File: config.mk
export PLATFORM = sky130hd
export DESIGN_NAME = mul_seq
export DESIGN_NICKNAME = d
export VERILOG_FILES = /design/src/rtl/mul_seq.sv
export SDC_FILE = /design/constraint.sdc
export NUM_CORES = 1
export LEC_CHECK = 0
export CAP_MARGIN = 20
export CORE_UTILIZATION = 58
export CTS_CLUSTER_DIAMETER = 60
export DETAILED_ROUTE_END_ITERATION = 8
export PLACE_DENSITY = 0.82
export SYNTH_ARGS = -nofsm -noshare
export SYNTH_HDL_FRONTEND = slang
export SYNTH_SLANG_ARGS = --single-unit
File: constraint.sdc
create_clock -name clk -period 3.1 [get_ports clk]
set_input_delay 0.93 -clock clk [delete_from_list [all_inputs] [get_ports clk]]
set_output_delay 0.93 -clock clk [all_outputs]
set_load 0.02 [all_outputs]
File: src/rtl/mul_seq.sv
// Sequential shift-add unsigned multiplier: WIDTH x WIDTH -> 2*WIDTH product.
// Optional early termination of the BUSY phase when MUL_SEQ_EARLY_EXIT_EN is defined.
module mul_seq #(
    parameter int WIDTH = 4
) (
    input  logic               clk,
    input  logic               rst,
    input  logic [WIDTH-1:0]   a_i,
    input  logic [WIDTH-1:0]   b_i,
    input  logic               en_i,
    output logic [2*WIDTH-1:0] data_o,
    output logic               valid_o,
    output logic               busy_o
);

    localparam int PW = 2 * WIDTH;
    localparam int CW = $clog2(WIDTH);

    typedef enum logic [1:0] {
        IDLE,
        BUSY,
        DONE
    } state_t;

    state_t          state_q, state_d;
    logic [PW-1:0]   mcand_q, mcand_d;
    logic [WIDTH-1:0] mplier_q, mplier_d;
    logic [PW-1:0]   acc_q, acc_d;
    logic [CW-1:0]   cnt_q, cnt_d;
    logic [PW-1:0]   data_q, data_d;
    logic            valid_q, valid_d;
    logic            last_step;

    always_comb begin
        // NOTE: every output of this block gets a default first, so no path can infer a latch.
        state_d   = state_q;
        mcand_d   = mcand_q;
        mplier_d  = mplier_q;
        acc_d     = acc_q;
        cnt_d     = cnt_q;
        data_d    = data_q;
        valid_d   = 1'b0;
        last_step = 1'b0;

        case (state_q)
            IDLE: begin
                if (en_i) begin
                    mcand_d  = {{WIDTH{1'b0}}, a_i};
                    mplier_d = b_i;
                    acc_d    = '0;
                    cnt_d    = '0;
                    state_d  = BUSY;
                end
            end
            BUSY: begin
                if (mplier_q[0]) begin
                    acc_d = acc_q + mcand_q;
                end
                mcand_d   = mcand_q << 1;
                mplier_d  = mplier_q >> 1;
                cnt_d     = cnt_q + CW'(1);
                last_step = (cnt_q == CW'(WIDTH - 1));
`ifdef MUL_SEQ_EARLY_EXIT_EN
                // Remaining multiplier bits all zero: further steps cannot change the sum.
                last_step = last_step || (mplier_d == '0);
`endif
                if (last_step) begin
                    state_d = DONE;
                end
            end
            DONE: begin
                data_d  = acc_q;
                valid_d = 1'b1;
                state_d = IDLE;
            end
            default: begin
                state_d = IDLE;
            end
        endcase
    end

    always_ff @(posedge clk) begin
        // NOTE: reset is synchronous and sampled here, so it overrides every transition above.
        if (rst) begin
            state_q  <= IDLE;
            mcand_q  <= '0;
            mplier_q <= '0;
            acc_q    <= '0;
            cnt_q    <= '0;
            data_q   <= '0;
            valid_q  <= 1'b0;
        end else begin
            state_q  <= state_d;
            mcand_q  <= mcand_d;
            mplier_q <= mplier_d;
            acc_q    <= acc_d;
            cnt_q    <= cnt_d;
            data_q   <= data_d;
            valid_q  <= valid_d;
        end
    end

    assign data_o  = data_q;
    assign valid_o = valid_q;
    assign busy_o  = (state_q != IDLE);

endmodule
==> impl_metrics.sql <==
INSERT INTO impl_metrics (metric_group, metric, value, unit) VALUES
('synth', 'synthesis.area', '1580', 'sq um'),
('global_routing', 'number_of_antenna_violations_at_the_first_check_in_global_routing', '0', ''),
('global_routing', 'grt-busiest-layer', 'met2', ''),
('min_path', 'worstHoldStart', 'data_o[1]', ''),
('cts', 'clock_tree.buffer_depth', '2', ''),
('finish', 'drive_gt1_frac', '0.0909', ''),
('synth', 'synth_sequential_area_ratio', '0.417', ''),
('sta', 'timing.slew.headroom', '0.575', ''),
('worst_setup_path', 'regToRegStartpoint', 'acc_q[0]', ''),
('route', 'finalWirelength', '3140', 'um'),
('finish', 'fillers', '201', ''),
('finish', 'antenna-diode-count', '0', ''),
('worst_setup_path', 'critical_setup_path_kind', 'reg -> out', ''),
('global_routing', 'use_met2', '0.429', ''),
('floorplanning', 'die_area', '2940', 'sq um'),
('floorplanning', 'start_util', '0.628', ''),
('cts', 'cts_inserted_buffers', '5', ''),
('worst_setup_path', 'critPathRequiredTime', '2.17', 'ns'),
('route', 'vias', '1332', ''),
('route', 'first_pass_iteration_count_of_the_detailed_router', '4', ''),
('global_routing', 'grt_util_all_layers', '0.248', ''),
('route', 'drc', '0', ''),
('cts', 'clock_tree.root_cell', 'clkbuf_4', ''),
('job', 'cap_viol_max_count', '0', ''),
('finish', 'layout_commonest_cell', 'dfxtp_1', ''),
('route', 'first_iter_violations', '24', ''),
('floorplanning', 'die-width', '54.3', 'um'),
('finish', 'area_growth', '16.0', '%'),
('floorplanning', 'die_h', '54.3', 'um'),
('sta', 'rsz0062_at_grt', 'false', ''),
('worst_setup_path', 'timing.rr.end', 'acc_q[6]', ''),
('cts', 'cts_hold_buffers', '0', ''),
('cts', 'cts.clk_slew.worst_paths', '0.10', 'ns'),
('min_path', 'hold_class', 'reg -> reg', ''),
('sta', 'maxClockFrequency', '384', 'MHz'),
('finish', 'multi_input_gate_area', '856', 'sq um'),
('placement', 'io_buffer_count', '20', ''),
('global_routing', 'gr-usage-met3', '0.0833', ''),
('outcome', 'status', 'completed', ''),
('sta', 'final_cycle_share', '0.839', ''),
('cts', 'cts_resized', '0', ''),
('sta', 'final-setup-viol-count', '0', ''),
('worst_setup_path', 'r2r_cells', '7', ''),
('power', 'pwr_density_cell', '426', 'nW/um^2'),
('synth', 'synthesis.nets', '199', ''),
('worst_setup_path', 'cp-start-kind', 'register', ''),
('placement', 'final_weighted_congestion_of_routability_driven_global_placement', '0.856', ''),
('cts', 'clock_latency', '0.34', 'ns'),
('finish', 'final_net_count', '217', ''),
('finish', 'layout_common_cells', 'dfxtp_1 (33), nand2_1 (25), nor2_1 (21)', ''),
('synth', 'synth-edff-count', '0', ''),
('route', 'routed_via_density', '5.84', ''),
('synth', 'syn-mean-instance-area', '8.85', 'sq um'),
('synth', 'synth.distinct_cells', '35', ''),
('power', 'cell_leakage_power', '0.697', 'nW'),
('placement', 'hpwl', '2300', 'um'),
('min_path', 'worstHoldPathCells', '2', ''),
('synth', 'synth.ff_latch_count', '33', ''),
('route', 'route.detailed.wl_per_inst', '13.8', 'um'),
('global_routing', 'globalRouteMet1Util', '0.268', ''),
('cts', 'clock_tree_from_tritoncts', 'built', ''),
('worst_setup_path', 'reg2reg_setup_slack', '1.31', 'ns'),
('synth', 'netlist_instances', '179', ''),
('sta', 'slew_viol_final', '0', ''),
('global_routing', 'grt_pass1_wl', '5040', 'um'),
('synth', 'synth-main-ff-cell', 'dfxtp_1', ''),
('worst_setup_path', 'setup.worst_path.end_class', 'output port', ''),
('power', 'vdd.ir_drop.worst', '0.353', 'mV'),
('sta', 'final_hold_viol_count', '0', ''),
('sta', 'timing.setup.tns', '0', 'ns'),
('min_path', 'hold-path-endpoint', 'data_o[1]', '');
==> power breakdown <==
part / leakage (nW) / switching (mW) / total, mW / internal, mW
Combinational: 0.397 / 0.0533 / 0.0982 / 0.0450
Clock: 0.0320 / 0.146 / 0.233 / 0.0863
Sequential: 0.268 / 0.0136 / 0.451 / 0.437
Total: 0.697 / 0.213 / 0.782 / 0.569
==> worst max-delay path by stage <==
stage / cells past startpoint / start / slack, ns / end
CTS: 3 / state_q[1] / 0.50 / busy_o
floorplan: 5 / en_i / 1.44 / acc_q[7]
global placement: 5 / en_i / 0.74 / mcand_q[3]
detailed placement: 5 / en_i / 0.68 / mcand_q[1]
finish: 3 / state_q[1] / 0.50 / busy_o
global route: 3 / state_q[1] / 0.40 / busy_o
==> routing by layer <==
| metal | vias up | part of all wire |
|---|---|---|
| met5 | - | 0 |
| met4 | 0 | 0.024 |
| met3 | 12 | 0.037 |
| met2 | 27 | 0.48 |
| met1 | 629 | 0.45 |
| li1 | 664 | - |
==> sequential cells by signal (all words and copies together), names as in the netlist <==
signal	flops
mcand_q	8
valid_o	1
mplier_q	4
data_o	8
state_q	2
acc_q	8
cnt_q	2
==> Yosys cell counts (all sizes together) (2+ instances only) <==
cell | count | area (sq um)
nand2b | 3 | 18.8
o21ai | 10 | 50.1
ha | 8 | 100
nor2b | 2 | 20.0
a21o | 2 | 15.0
nand2 | 25 | 93.8
mux2i | 6 | 60.1
inv | 3 | 11.3
xor2 | 3 | 26.3
dfxtp | 33 | 661
a32oi | 2 | 17.5
nor3 | 2 | 10.0
buf | 6 | 41.3
a21oi | 17 | 85.1
xnor2 | 2 | 17.5
clkbuf | 4 | 15.0
nand3 | 5 | 25.0
nor2 | 22 | 85.1
a22oi | 5 | 37.5
a211oi | 10 | 110
==> cell type report <==
cell class,instances,share of cell area
inverters,3,0.00613
multi-input cells,133,0.466
flip-flops and latches,33,0.360
clock buffers,6,0.0225
well taps,30,0.0204
clock inverters,2,0.00545
repair buffers,21,0.120
==> cell families after synthesis <==
family                     synth area share
and+or+nand+nor                       0.178
AOI/OAI and AO/OA                     0.221
muxes                                0.0379
buffers and inverters                0.0426
DFF                                   0.417
xor gates and xnor gates             0.0277
adders and majority gates            0.0758
==> worst max-delay path: stages (launching register included) <==
cell             delay, ns
dfxtp_1               0.54
nor2_1                0.13
inv_1                 0.07
clkdlybuf4s50_1       0.59
==> through the flow <==
stage	total power [mW]	hold slack, ns	instance area, sq um	setup slack [ns]	cells
floorplan	0.530	0.444	1580	1.44	179
global placement	0.554	0.445	1790	0.741	220
detailed placement	0.559	0.453	1790	0.679	220
CTS	0.784	0.468	1840	0.497	228
global route	0.815	0.479	1840	0.396	228
finish	0.782	0.464	1840	0.498	228
Power figures use the tool's default switching activity.
